==> src/rtl/booth_bist_pkg.sv <==
// Shared definitions for the Booth multiplier BIST controller.
// Holds the FSM state encoding, the shift-register mode encoding, the
// feedback tap mask (x^8+x^6+x^5+x^4+1, maximal length 255), the default
// seed and the step/seed helper functions.
package booth_bist_pkg;

  typedef enum logic [1:0] {
    ST_IDLE = 2'd0,
    ST_RUN  = 2'd1,
    ST_CMP  = 2'd2,
    ST_DONE = 2'd3
  } state_e;

  typedef enum logic {
    MODE_LFSR = 1'b0,
    MODE_MISR = 1'b1
  } sr_mode_e;

  // Taps on bits 7,5,4,3 feed bit 0 after the left shift.
  localparam logic [7:0] TAP_MASK     = 8'hB8;
  localparam logic [7:0] DEFAULT_SEED = 8'h01;

  // One shift with feedback = parity of the tapped bits.
  function automatic logic [7:0] shift_step(input logic [7:0] v);
    return {v[6:0], ^(v & TAP_MASK)};
  endfunction

  // An all-zero LFSR is stuck; substitute the default seed.
  function automatic logic [7:0] legal_seed(input logic [7:0] s);
    return (s == 8'h00) ? DEFAULT_SEED : s;
  endfunction

endpackage

==> src/rtl/booth_bist_ctrl_if.sv <==
// Control and datapath bus of the Booth BIST controller.
// slave  : the controller (drives operands, status and signature).
// master : test-access side plus multiplier datapath (drives start,
//          abort and the product).
interface booth_bist_ctrl_if;
  logic       start;
  logic       abort;
  logic [7:0] prod_in;
  logic [3:0] a_out;
  logic [3:0] b_out;
  logic       test_mode;
  logic       busy;
  logic       done;
  logic       pass;
  logic [7:0] sig_out;

  modport master (
    output start, abort, prod_in,
    input  a_out, b_out, test_mode, busy, done, pass, sig_out
  );

  modport slave (
    input  start, abort, prod_in,
    output a_out, b_out, test_mode, busy, done, pass, sig_out
  );
endinterface

==> src/rtl/bist_lfsr_misr.sv <==
// 8-bit shift register with fixed tap mask, usable as LFSR or MISR.
// Ports: clk, rst_n (async, active low); load/load_val (parallel load,
// highest priority); step (advance one shift); mode (LFSR or MISR XOR-in
// of din); q_next (value the register takes at the next edge).
// q_next is exported instead of the current value so the parent can
// register its own output copies on the same edge as this register.
module bist_lfsr_misr
  import booth_bist_pkg::*;
#(
  parameter logic [7:0] RST_VAL = 8'h00
) (
  input  logic       clk,
  input  logic       rst_n,
  input  logic       load,
  input  logic [7:0] load_val,
  input  logic       step,
  input  sr_mode_e   mode,
  input  logic [7:0] din,
  output logic [7:0] q_next
);

  logic [7:0] q_r;
  logic [7:0] q_next_s;

  // Next-value selection: load, shift (with optional XOR-in) or hold.
  always_comb begin
    q_next_s = q_r;
    if (load) begin
      q_next_s = load_val;
    end else if (step) begin
      if (mode == MODE_MISR) begin
        q_next_s = shift_step(q_r) ^ din;
      end else begin
        q_next_s = shift_step(q_r);
      end
    end else begin
      q_next_s = q_r;
    end
  end

  // State register.
  always_ff @(posedge clk or negedge rst_n) begin
    if (!rst_n) begin
      q_r <= RST_VAL;
    end else begin
      q_r <= q_next_s;
    end
  end

  assign q_next = q_next_s;

endmodule

==> src/rtl/booth_bist_ctrl.sv <==
// BIST sequencer for the 4x4 signed radix-4 Booth multiplier.
// An LFSR supplies operand pairs (a = lfsr[3:0], b = lfsr[7:4]), each held
// CUT_LAT+1 cycles; the product is folded into a MISR on the last cycle of
// each pattern. After N_PATTERNS samples the signature is compared with
// GOLDEN_SIG and done/pass are raised.
// Ports: clk, rst_n (async, active low), bus (slave modport: start, abort,
// prod_in in; a_out, b_out, test_mode, busy, done, pass, sig_out out).
module booth_bist_ctrl
  import booth_bist_pkg::*;
#(
  parameter int unsigned N_PATTERNS = 255,
  parameter logic [7:0]  SEED       = DEFAULT_SEED,
  parameter int unsigned CUT_LAT    = 0,
  parameter logic [7:0]  GOLDEN_SIG = 8'h00
) (
  input logic               clk,
  input logic               rst_n,
  booth_bist_ctrl_if.slave  bus
);

  localparam logic [1:0] LAT_LAST  = 2'(CUT_LAT);
  localparam logic [7:0] PAT_LAST  = 8'(N_PATTERNS - 1);
  localparam logic [7:0] LOAD_SEED = legal_seed(SEED);

  state_e     state_r;
  logic [1:0] lat_cnt_r;
  logic [7:0] pat_cnt_r;
  logic [3:0] a_out_r;
  logic [3:0] b_out_r;
  logic       test_mode_r;
  logic       busy_r;
  logic       done_r;
  logic       pass_r;
  logic [7:0] sig_out_r;

  logic       launch_s;
  logic       sample_s;
  logic [7:0] lfsr_nxt_s;
  logic [7:0] misr_nxt_s;

  // Load/step strobes shared by both shift registers; abort blocks both so
  // the MISR keeps its contents for debug.
  always_comb begin
    launch_s = 1'b0;
    sample_s = 1'b0;
    if (bus.abort) begin
      launch_s = 1'b0;
      sample_s = 1'b0;
    end else begin
      case (state_r)
        ST_IDLE, ST_DONE: launch_s = bus.start;
        ST_RUN:           sample_s = (lat_cnt_r == LAT_LAST);
        default: begin
          launch_s = 1'b0;
          sample_s = 1'b0;
        end
      endcase
    end
  end

  bist_lfsr_misr #(.RST_VAL(8'h01)) u_lfsr (
    .clk      (clk),
    .rst_n    (rst_n),
    .load     (launch_s),
    .load_val (LOAD_SEED),
    .step     (sample_s),
    .mode     (MODE_LFSR),
    .din      (8'h00),
    .q_next   (lfsr_nxt_s)
  );

  bist_lfsr_misr #(.RST_VAL(8'h00)) u_misr (
    .clk      (clk),
    .rst_n    (rst_n),
    .load     (launch_s),
    .load_val (8'h00),
    .step     (sample_s),
    .mode     (MODE_MISR),
    .din      (bus.prod_in),
    .q_next   (misr_nxt_s)
  );

  // Sequencer FSM with registered outputs.
  always_ff @(posedge clk or negedge rst_n) begin
    if (!rst_n) begin
      state_r     <= ST_IDLE;
      lat_cnt_r   <= 2'd0;
      pat_cnt_r   <= 8'd0;
      a_out_r     <= 4'h0;
      b_out_r     <= 4'h0;
      test_mode_r <= 1'b0;
      busy_r      <= 1'b0;
      done_r      <= 1'b0;
      pass_r      <= 1'b0;
      sig_out_r   <= 8'h00;
    end else begin
      sig_out_r <= misr_nxt_s;
      if (bus.abort) begin
        state_r     <= ST_IDLE;
        a_out_r     <= 4'h0;
        b_out_r     <= 4'h0;
        test_mode_r <= 1'b0;
        busy_r      <= 1'b0;
        done_r      <= 1'b0;
        pass_r      <= 1'b0;
      end else begin
        case (state_r)
          ST_IDLE, ST_DONE: begin
            if (bus.start) begin
              state_r     <= ST_RUN;
              lat_cnt_r   <= 2'd0;
              pat_cnt_r   <= 8'd0;
              a_out_r     <= lfsr_nxt_s[3:0];
              b_out_r     <= lfsr_nxt_s[7:4];
              test_mode_r <= 1'b1;
              busy_r      <= 1'b1;
              done_r      <= 1'b0;
              pass_r      <= 1'b0;
            end else begin
              state_r <= state_r;
            end
          end
          ST_RUN: begin
            if (lat_cnt_r == LAT_LAST) begin
              lat_cnt_r <= 2'd0;
              pat_cnt_r <= pat_cnt_r + 8'd1;
              if (pat_cnt_r == PAT_LAST) begin
                state_r <= ST_CMP;
                a_out_r <= 4'h0;
                b_out_r <= 4'h0;
              end else begin
                a_out_r <= lfsr_nxt_s[3:0];
                b_out_r <= lfsr_nxt_s[7:4];
              end
            end else begin
              lat_cnt_r <= lat_cnt_r + 2'd1;
            end
          end
          ST_CMP: begin
            // No load/step in CMP, so misr_nxt_s equals the final signature.
            state_r     <= ST_DONE;
            done_r      <= 1'b1;
            pass_r      <= (misr_nxt_s == GOLDEN_SIG);
            busy_r      <= 1'b0;
            test_mode_r <= 1'b0;
          end
          default: begin
            state_r <= ST_IDLE;
          end
        endcase
      end
    end
  end

  assign bus.a_out     = a_out_r;
  assign bus.b_out     = b_out_r;
  assign bus.test_mode = test_mode_r;
  assign bus.busy      = busy_r;
  assign bus.done      = done_r;
  assign bus.pass      = pass_r;
  assign bus.sig_out   = sig_out_r;

endmodule

==> src/flat_wrapper.sv <==
// flat-port wrapper written by rule: the top's interface ports become plain ports
module booth_bist_ctrl_flat import booth_bist_pkg::*;
#(
  parameter int unsigned N_PATTERNS = 255,
  parameter logic [7:0]  SEED       = DEFAULT_SEED,
  parameter int unsigned CUT_LAT    = 0,
  parameter logic [7:0]  GOLDEN_SIG = 8'h00
)
  (clk, rst_n, bus_start, bus_abort, bus_prod_in, bus_a_out, bus_b_out, bus_test_mode, bus_busy, bus_done, bus_pass, bus_sig_out);
  booth_bist_ctrl_if bus_i ();
  input logic clk;
  input logic rst_n;
  input wire logic [$bits(bus_i.start)-1:0] bus_start;
  input wire logic [$bits(bus_i.abort)-1:0] bus_abort;
  input wire logic [$bits(bus_i.prod_in)-1:0] bus_prod_in;
  output wire logic [$bits(bus_i.a_out)-1:0] bus_a_out;
  output wire logic [$bits(bus_i.b_out)-1:0] bus_b_out;
  output wire logic [$bits(bus_i.test_mode)-1:0] bus_test_mode;
  output wire logic [$bits(bus_i.busy)-1:0] bus_busy;
  output wire logic [$bits(bus_i.done)-1:0] bus_done;
  output wire logic [$bits(bus_i.pass)-1:0] bus_pass;
  output wire logic [$bits(bus_i.sig_out)-1:0] bus_sig_out;
  assign bus_i.start = bus_start;
  assign bus_i.abort = bus_abort;
  assign bus_i.prod_in = bus_prod_in;
  assign bus_a_out = bus_i.a_out;
  assign bus_b_out = bus_i.b_out;
  assign bus_test_mode = bus_i.test_mode;
  assign bus_busy = bus_i.busy;
  assign bus_done = bus_i.done;
  assign bus_pass = bus_i.pass;
  assign bus_sig_out = bus_i.sig_out;
  booth_bist_ctrl #(.N_PATTERNS(N_PATTERNS), .SEED(SEED), .CUT_LAT(CUT_LAT), .GOLDEN_SIG(GOLDEN_SIG)) u_core (.clk(clk), .rst_n(rst_n), .bus(bus_i));
endmodule
==> config.mk <==
export PLATFORM = sky130hd
export DESIGN_NAME = booth_bist_ctrl_flat
export DESIGN_NICKNAME = d
export VERILOG_FILES = /design/src/rtl/booth_bist_pkg.sv /design/src/rtl/booth_bist_ctrl_if.sv /design/src/rtl/bist_lfsr_misr.sv /design/src/rtl/booth_bist_ctrl.sv /design/src/flat_wrapper.sv
export SDC_FILE = /design/constraint.sdc
export NUM_CORES = 1
export LEC_CHECK = 0
export BUFFER_PORTS_ARGS = -buffer_cell sky130_fd_sc_hd__buf_4
export CORE_UTILIZATION = 35
export CTS_BUF_LIST = sky130_fd_sc_hd__clkbuf_4 sky130_fd_sc_hd__clkbuf_8
export DETAILED_ROUTE_END_ITERATION = 16
export GPL_TIMING_DRIVEN = 1
export SLEW_MARGIN = 20
export SYNTH_ARGS = -nofsm -noshare
export SYNTH_HDL_FRONTEND = slang
export SYNTH_SLANG_ARGS = --single-unit
export TNS_END_PERCENT = 10
==> constraint.sdc <==
create_clock -name clk -period 4.79 [get_ports clk]
set_input_delay 0 -clock clk [delete_from_list [all_inputs] [get_ports clk]]
set_output_delay 0 -clock clk [all_outputs]
set_load 0.005 [all_outputs]
==> flow_summary.json, run 1 <==
{
  "finalClockSkew_ps": 3.92,
  "hold_viol_final": 0,
  "initial_core_util": 0.374,
  "yosysWarnings": 0,
  "synth_edf_count": 0,
  "crit_chain": "inv_1, ha_1, mux2i_1, or3_1, or4_1, a21oi_1",
  "htree_levels": 2,
  "die-area_um2": 5940,
  "holdPathEnd": "u_core.bus.sig_out[4]",
  "grt_pass1_wl_mm": 7.34,
  "area_delta_synth_final_pct": 20.2,
  "yosys.cell_types.count": 40,
  "route.vias.total": 1546,
  "crit_arrival_ps": 2610,
  "r2r_start": "u_core.state_r[1]",
  "critPathLaunchType": "flip-flop",
  "post_dp_cell_area_um2": 2240,
  "syn-num-nets": 219,
  "netlist_area_um2": 1970,
  "placed_cells": 291,
  "avgSynthCellArea_um2": 9.86,
  "max_freq_mhz": 419,
  "ioPinCount": 32,
  "fin_cells": 303,
  "clock_path_buffers": 2,
  "maxSlewViolCount": 0,
  "power_density_nw_per_um2": 500,
  "clk_latency_ps": 290,
  "diodes": 0,
  "drv_cap": 0,
  "gp_congestion": 0.746,
  "viasPerCell": 5.10,
  "switching_share": 0.382,
  "setup_viol": 0,
  "cts-root-buf": "clkbuf_8",
  "nNetsFinal": 251,
  "drt_iter0_drc": 127,
  "max_slew_margin": 0.541,
  "final_cell_mix": "38 x dfrtp_1, 31 x buf_4, 24 x nand2_1, 16 x nor2_1, 14 x a21oi_1",
  "post_cts_buffers": 0,
  "postRouteAntennaNets": 0,
  "rsz0062_at_grt": "false",
  "combPwrFrac": 0.417,
  "leakage_nw": 1.04,
  "r2r-end": "u_core.pat_cnt_r[7]",
  "wl_mm": 4.13,
  "status": "finished, final reports clean",
  "cts_made_buffers": 5,
  "cts.sinks": 39,
  "dieWidth_um": 77.1,
  "ys.flop_type": "dfrtp_1",
  "antenna_found_initial": 0,
  "fin_ws_ps": 2400,
  "crit_family": "simple AND/OR/NAND/NOR gates",
  "wl_per_cell_um": 13.6,
  "p_clk_frac": 0.187,
  "grt_usage": 0.156,
  "worst_path_max_delay_cell": "or4_1",
  "grt_pass1_vias": 1584,
  "hold_depth": 3,
  "crit_buf_inv": 1,
  "p_seq_frac": 0.397,
  "synth_top_area_frac": 0.482,
  "p_int_mw": 0.732,
  "hpwl_mm": 2.84,
  "pre_cts_slack_ps": 2430,
  "clk_pin_slew_worst_paths_ps": 80,
  "setup.worst_path.class": "flip-flop to flip-flop",
  "final_common_cell": "dfrtp_1",
  "syn_inst": 200,
  "first_pass_iters": 4,
  "yosysTopAreaCell": "dfrtp_1",
  "coreArea_um2": 5270,
  "fin_crit_sh": 0.498,
  "required_ps": 5010,
  "synthTopCellsByArea": "dfrtp_1 48%, xnor2_1 5.3%, nand2_1 4.6%, ha_1 4.4%, a21oi_1 3.6%",
  "final_layout_size_suffix_gt1_frac": 0.180,
  "cpPeakStageDelay_ps": 550,
  "hp-class": "input pin to flip-flop",
  "worst_pin_slew_ps": 689,
  "grt_start_max_net_pins": 40,
  "vdd.ir_drop.worst_mv": 0.179,
  "tns_ps": 0,
  "fin_crit_ps": 2390,
  "row_count": 26,
  "fin_area_um2": 2370,
  "grt_overflow": 0,
  "critPathCaptureType": "flip-flop",
  "rr_worst_depth": 6,
  "io_buffers": 31,
  "cp_max_fo": 13,
  "die_height_um": 77.1,
  "min-delay-start": "bus_prod_in[4]",
  "cts_tree": "built",
  "r2r_slack_ps": 2400,
  "synthArstFlopShare": 1.00,
  "ys_seq_area_frac": 0.496,
  "post-route-drc-count": 0,
  "ys_seq_elements": 39,
  "power.switching_mw": 0.453
}
==> logic make-up after synthesis <==
family          Yosys count  share of synthesized area
compound gates           53                      0.175
buf+inv                  17                     0.0387
mux                       1                    0.00508
fa+ha+maj                 7                     0.0444
flops                    39                      0.496
xor+xnor                 14                     0.0692
simple gates             69                      0.173
==> power groups by stage <==
stage / registers (mW) / clock network, mW / logic (mW)
2_1_floorplan: 0.467 / 0 / 0.348
3_3_place_gp: 0.475 / 0 / 0.485
4_1_cts: 0.470 / 0.229 / 0.498
5_1_grt: 0.485 / 0.240 / 0.557
3_5_place_dp: 0.476 / 0 / 0.488
6_report: 0.470 / 0.221 / 0.494
==> cell type report <==
| type | count | area (um2) |
|---|---|---|
| well taps | 70 | 87.6 |
| flip-flops and latches | 39 | 977 |
| multi-input cells | 144 | 918 |
| clock buffers | 5 | 68.8 |
| fillers | 527 | 2900 |
| inverters | 7 | 26.3 |
| repair buffers | 35 | 273 |
| clock inverters | 3 | 20.0 |
==> worst register-to-register path: cells and delay by family, from the launching register on <==
| family | cells | cell delay [ps] |
|---|---|---|
| buffers and inverters | 1 | 80 |
| adders and majority gates | 1 | 420 |
| and+or+nand+nor | 2 | 1060 |
| AOI/OAI and AO/OA | 1 | 150 |
| muxes | 1 | 210 |
| DFF | 1 | 400 |
==> how the worst max path moves through the flow <==
stage,start,to,cells past startpoint
after floorplan,u_core.state_r[0],u_core.pat_cnt_r[5],7
after global placement,u_core.state_r[1],u_core.pat_cnt_r[7],6
after detailed placement,u_core.state_r[1],u_core.pat_cnt_r[7],6
after CTS,u_core.state_r[1],u_core.pat_cnt_r[5],6
after global routing,u_core.state_r[1],u_core.pat_cnt_r[5],6
final,u_core.state_r[1],u_core.pat_cnt_r[7],6
==> sequential cells by signal, indices dropped and copies added (netlist names) <==
signal and flops:
u_core.bus.sig_out 8, u_core.pat_cnt_r 8, u_core.u_lfsr.q_r 8, u_core.bus.a_out 4
u_core.bus.b_out 4, u_core.lat_cnt_r 2, u_core.state_r 2, u_core.bus.done 1
u_core.bus.pass 1, u_core.bus.test_mode 1
==> stage by stage <==
stage,util,hold WS [ps],total power [mW]
floorplan,-,-296,0.815
global placement,0.425,5.19,0.960
detailed placement,0.425,8.50,0.964
CTS,0.450,23.2,1.20
global route,0.450,36.0,1.28
finish,0.450,39.1,1.18
==> layer usage <==
metal	vias up	GRT usage	wire length [um]
li1	776	-	-
met1	735	0.203	2120
met2	31	0.248	1760
met3	4	0.0393	192
met4	0	0.0623	53
met5	-	0	0
==> repair_timing <==
item,CTS,global route
hold buffers,4,0
gates resized for setup,0,0
endpoints found under the hold margin,41,0
==> cell usage after synthesis, types with 2 or more instances <==
cell type	number
nand4b_1	2
nor2_1	16
and3b_1	2
ha_1	7
nand2_1	24
dfrtp_1	38
or3_1	2
xnor2_1	12
a21oi_1	14
clkbuf_1	6
a211oi_1	6
o21ai_0	12
or4_1	2
o31ai_1	5
o21a_1	2
nor4_1	2
nand2b_1	2
inv_1	7
nand4_1	3
nand3_1	6
nor3_1	4
a22o_1	8
Note: power is estimated with default switching activity, not from simulation.
==> run 2: changes to the inputs <==
Clock period 4.79 ns to 2.4 ns, I/O delays scaled along.
==> flow_summary.json, run 2 (synthesis results as in run 1) <==
{
  "final_layout_size_suffix_gt1_frac": 0.194,
  "hp-class": "input pin to flip-flop",
  "cp_max_fo": 10,
  "setup.worst_path.class": "flip-flop to flip-flop",
  "worst_path_max_delay_cell": "dfrtp_1",
  "finalClockSkew_ps": 3.00,
  "fill_cells": 528,
  "cts_tree": "built",
  "hold_depth": 3,
  "crit_family": "simple AND/OR/NAND/NOR gates",
  "maxSlewViolCount": 0,
  "wl_met1_mm": 2.19,
  "first_pass_iters": 4,
  "initial_core_util": 0.374,
  "postCtsHoldBufs": 4,
  "post_cts_resized": 0,
  "htree_levels": 2,
  "leakage_nw": 1.06,
  "dr_wl_met2_mm": 1.85,
  "hpwl_mm": 2.96,
  "cpPeakStageDelay_ps": 390,
  "critPathCaptureType": "flip-flop",
  "wl_per_cell_um": 14.0,
  "nNetsFinal": 255,
  "top_layer_used": "met4",
  "grt_pass1_wl_mm": 7.26,
  "wl_mm": 4.30,
  "clk_pin_slew_worst_paths_ps": 80,
  "crit_arrival_ps": 2380,
  "row_count": 26,
  "clock_path_buffers": 2,
  "area_delta_synth_final_pct": 21.8,
  "hold_ws_ps": 48.1,
  "drv_cap": 0,
  "fin_crit_sh": 0.896,
  "worst_pin_slew_ps": 551,
  "final_cell_mix": "38 x dfrtp_1, 35 x buf_4, 24 x nand2_1, 16 x nor2_1, 14 x a21oi_1",
  "route.vias.total": 1607,
  "viasPerCell": 5.23,
  "power_density_nw_per_um2": 1000,
  "tns_ps": 0,
  "drt_iter0_drc": 113,
  "post_cts_buffers": 0,
  "diodes": 0,
  "max_slew_margin": 0.631,
  "dr_wl_met3_um": 200,
  "cts-root-buf": "clkbuf_8",
  "rsz0062_at_grt": "false",
  "grt_pass1_vias": 1540,
  "postRouteAntennaNets": 0,
  "max_freq_mhz": 465,
  "dieWidth_um": 77.1,
  "crit_buf_inv": 2,
  "status": "finished, final reports clean",
  "grt_start_max_net_pins": 40,
  "fin_crit_ps": 2150,
  "die_height_um": 77.1,
  "io_buffers": 31,
  "crit_chain": "inv_1, ha_1, nor2b_4, or3_1, buf_4, nor2_2, a22o_1",
  "setup_viol": 0,
  "grt_overflow": 0,
  "ioPinCount": 32,
  "die-area_um2": 5940,
  "clk_latency_ps": 290,
  "antenna_found_initial": 0,
  "coreArea_um2": 5270,
  "cp.depth": 7,
  "post-route-drc-count": 0,
  "gp_congestion": 0.745,
  "hold_viol_final": 0,
  "rr_worst_depth": 7,
  "final_common_cell": "dfrtp_1",
  "cts_made_buffers": 5,
  "required_ps": 2630,
  "cts.sinks": 39,
  "critPathLaunchType": "flip-flop",
  "grt_usage": 0.154,
  "vdd.ir_drop.worst_mv": 0.310
}
run 2: changes by cell type in the layout (fill, tap and decap cells not counted), sizes merged:
cell,before,now
buf,31,35
run 2: metrics by stage:
stage	total power, mW	cell area, um2	setup WS, ps	utilization	instances
floorplan	1.63	1970	322	-	200
global placement	1.95	2270	323	0.431	295
detailed placement	1.96	2270	261	0.431	295
CTS	2.42	2400	232	0.456	307
global route	2.59	2400	30.8	0.456	307
finish	2.41	2400	249	0.456	307
run 2: worst paths after layout:
check	start	endpoint	slack, ps
worst max-delay path	u_core.state_r[0]	u_core.bus.a_out[2]	250
worst min-delay path	bus_prod_in[5]	u_core.bus.sig_out[5]	50
worst max register to register	u_core.state_r[0]	u_core.bus.a_out[2]	250
worst min register to register	u_core.pat_cnt_r[6]	u_core.pat_cnt_r[6]	500
max in group asynchronous	rst_n	u_core.u_lfsr.q_r[0]	1810
min in group asynchronous	rst_n	u_core.pat_cnt_r[0]	220
run 2: layout make-up:
class	instances	area, um2	share of cell area
inverter	7	26.3	0.0109
clock inverter	3	20.0	0.00834
sequential	39	977	0.407
timing repair buffer	39	303	0.126
tap	70	87.6	0.0365
clock buffer	5	68.8	0.0287
multi-input combinational	144	918	0.382
run 2: power by group:
part           switching, mW  total, mW  internal (mW)
Combinational          0.541       1.02          0.483
Clock                  0.240      0.442          0.202
Sequential             0.140      0.942          0.802
Total                  0.920       2.41           1.49
run 2: worst register-to-register path, delay by kind of cell, from the launching register on:
family | cells | cell delay [ps]
buf+inv | 2 | 250
flops | 1 | 390
fa+ha+maj | 1 | 380
simple gates | 3 | 890
compound gates | 1 | 190
run 2: routing by layer:
layer / track usage / vias up
met4: 0.0566 / 0
met3: 0.0321 / 5
met2: 0.230 / 48
met5: 0 / -
li1: - / 791
met1: 0.218 / 763
==> run 3: changes to the inputs <==
Settings changed: ABC_AREA set to 1, CAP_MARGIN set to 20, CTS_BUF_LIST sky130_fd_sc_hd__clkbuf_4 sky130_fd_sc_hd__clkbuf_8 to not set.
==> flow_summary.json, run 3 <==
{
  "row_count": 28,
  "post_cts_resized": 0,
  "synthTopCellsByArea": "dfrtp_1 44%, nand2_1 10%, inv_1 7.4%, nand3_1 6.5%, ha_1 4.0%",
  "critPathCaptureType": "flip-flop",
  "grt-busiest-layer": "met2",
  "synth_top_family_by_area": "simple AND/OR/NAND/NOR gates",
  "placed_cells": 368,
  "ys_seq_area_frac": 0.451,
  "ioPinCount": 32,
  "crit_chain": "inv_1, ha_1, nand2_2, nor2_4, nand3_1, nand3_1, nand2_1, nor2_1, nand3_1, nand2_1",
  "muxShareOfSynthArea": 0,
  "status": "finished, final reports clean",
  "synth_most_common_cell": "nand2_1",
  "netlist_area_um2": 2170,
  "cts_made_buffers": 5,
  "nNetsFinal": 320,
  "clock_path_buffers": 2,
  "grt_overflow": 0,
  "crit_buf_inv": 1,
  "leakage_nw": 1.38,
  "r2r-end": "u_core.bus.pass",
  "htree_levels": 2,
  "drv_cap": 0,
  "clk_pin_slew_worst_paths_ps": 80,
  "worst_path_max_delay_cell": "dfrtp_1",
  "wl_mm": 4.44,
  "min-delay-start": "bus_prod_in[4]",
  "io_buffers": 31,
  "critPathLaunchType": "flip-flop",
  "grt_usage": 0.157,
  "r2r_slack_ps": 490,
  "hold_viol_final": 0,
  "maxSlewViolCount": 0,
  "first_pass_iters": 4,
  "route.vias.total": 1770,
  "vdd.ir_drop.worst_mv": 0.538,
  "final_layout_size_suffix_gt1_frac": 0.202,
  "syn_inst": 269,
  "hpwl_mm": 3.22,
  "synthAdderAreaFrac": 0.0404,
  "yosysTopAreaCell": "dfrtp_1",
  "synth_top_area_frac": 0.439,
  "ys_seq_elements": 39,
  "r2r_start": "u_core.state_r[1]",
  "path_common_cell": "nand3_1",
  "fin_ws_ps": 487,
  "initial_core_util": 0.364,
  "pre_cts_slack_ps": 465,
  "hp-class": "input pin to flip-flop",
  "cts-root-buf": "clkbuf_8",
  "synthArstFlopShare": 1.00,
  "synthSimpleGateAreaFrac": 0.284,
  "grt_pass1_vias": 1703,
  "area_delta_synth_final_pct": 17.7,
  "fill_cells": 609,
  "final_common_cell": "nand2_1",
  "ys.flop_type": "dfrtp_1",
  "required_ps": 2640,
  "yosysWarnings": 0,
  "diodes": 0,
  "avgSynthCellArea_um2": 8.06,
  "crit_arrival_ps": 2160,
  "synth_edf_count": 0,
  "antenna_found_initial": 0,
  "viasPerCell": 4.69,
  "final_cell_mix": "58 x nand2_1, 43 x inv_1, 38 x dfrtp_1, 31 x buf_4, 28 x nand3_1",
  "cts.sinks": 39,
  "cpPeakStageDelay_ps": 390,
  "dieWidth_um": 80.7,
  "setup_viol": 0,
  "fin_cells": 377,
  "wl_per_cell_um": 11.8,
  "clk_latency_ps": 300,
  "fin_crit_ps": 1910,
  "rsz0062_at_grt": "false",
  "die-area_um2": 6510,
  "coreArea_um2": 5960,
  "fin_crit_sh": 0.797,
  "synth-xor-area-share": 0.0323,
  "cp_max_fo": 16,
  "finalClockSkew_ps": 7.07,
  "syn-num-nets": 288,
  "die_height_um": 80.7,
  "grt_pass1_wl_mm": 7.77,
  "synthTopCellsByCount": "58 x nand2_1, 43 x inv_1, 38 x dfrtp_1, 28 x nand3_1, 17 x nor2_1",
  "yosys.cell_types.count": 32,
  "synth-compound-area-share": 0.0854,
  "gr-usage-met1": 0.196,
  "postRouteAntennaNets": 0,
  "grt_use_met2": 0.260,
  "post-route-drc-count": 0,
  "gp_congestion": 0.841,
  "hold_depth": 5,
  "tns_ps": 0,
  "grt_util_met3": 0.0341,
  "crit_family": "simple AND/OR/NAND/NOR gates",
  "postCtsHoldBufs": 1,
  "worst_pin_slew_ps": 494,
  "holdPathEnd": "u_core.bus.sig_out[4]",
  "setup.worst_path.class": "flip-flop to flip-flop",
  "max_freq_mhz": 523,
  "power_density_nw_per_um2": 1130,
  "drt_iter0_drc": 88,
  "rr_worst_depth": 10,
  "max_slew_margin": 0.670,
  "cts_tree": "built",
  "grt_start_max_net_pins": 40,
  "cp-startpoint": "u_core.state_r[1]",
  "post_cts_buffers": 0
}
[run 3: cell families after synthesis]
kind of cell / Yosys count
DFF: 39
and+or+nand+nor: 127
AOI/OAI and AO/OA: 33
xor gates and xnor gates: 8
adders and majority gates: 7
buffers and inverters: 55
[run 3: how the worst max path moves through the flow]
| stage | to | slack, ps | depth (start not counted) |
|---|---|---|---|
| after floorplan | u_core.pat_cnt_r[4] | 770 | 8 |
| after global placement | u_core.bus.pass | 550 | 10 |
| after detailed placement | u_core.bus.pass | 460 | 10 |
| after CTS | u_core.bus.pass | 450 | 10 |
| after global routing | u_core.bus.pass | 280 | 10 |
| final | u_core.bus.pass | 490 | 10 |
[run 3: stage by stage]
stage / area [um2] / hold slack [ps] / power (mW) / utilization
3_3_place_gp: 2440 / 16.8 / 2.41 / 0.410
5_1_grt: 2550 / 86.2 / 3.16 / 0.429
4_1_cts: 2550 / 46.9 / 2.93 / 0.429
6_report: 2550 / 56.1 / 2.88 / 0.429
3_5_place_dp: 2440 / 11.8 / 2.43 / 0.410
2_1_floorplan: 2170 / -296 / 2.00 / -
[run 3: final cells by class]
| type | instances | area (um2) | share of cell area |
|---|---|---|---|
| sequential | 39 | 977 | 0.383 |
| multi-input combinational | 175 | 960 | 0.376 |
| timing repair buffer | 32 | 243 | 0.0951 |
| inverter | 48 | 180 | 0.0706 |
| tap | 75 | 93.8 | 0.0368 |
| clock buffer | 6 | 82.6 | 0.0324 |
| clock inverter | 2 | 16.3 | 0.00637 |
[run 3: worst reg2reg max path, delay by kind of cell, from the launching register on]
kind          cells  cell delay [ps]
flops             1              390
fa+ha+maj         1              360
buf+inv           1              100
simple gates      8              990
[run 3: per-layer routing]
layer	routed length (um)	up-vias
met5	0	-
met4	89	0
met3	154	8
met2	2140	25
met1	2050	828
li1	-	909
[run 3: report_power, final]
| group | internal, mW | total, mW | switching (mW) |
|---|---|---|---|
| clock network | 0.235 | 0.480 | 0.246 |
| logic | 0.564 | 1.32 | 0.756 |
| registers | 0.891 | 1.08 | 0.188 |
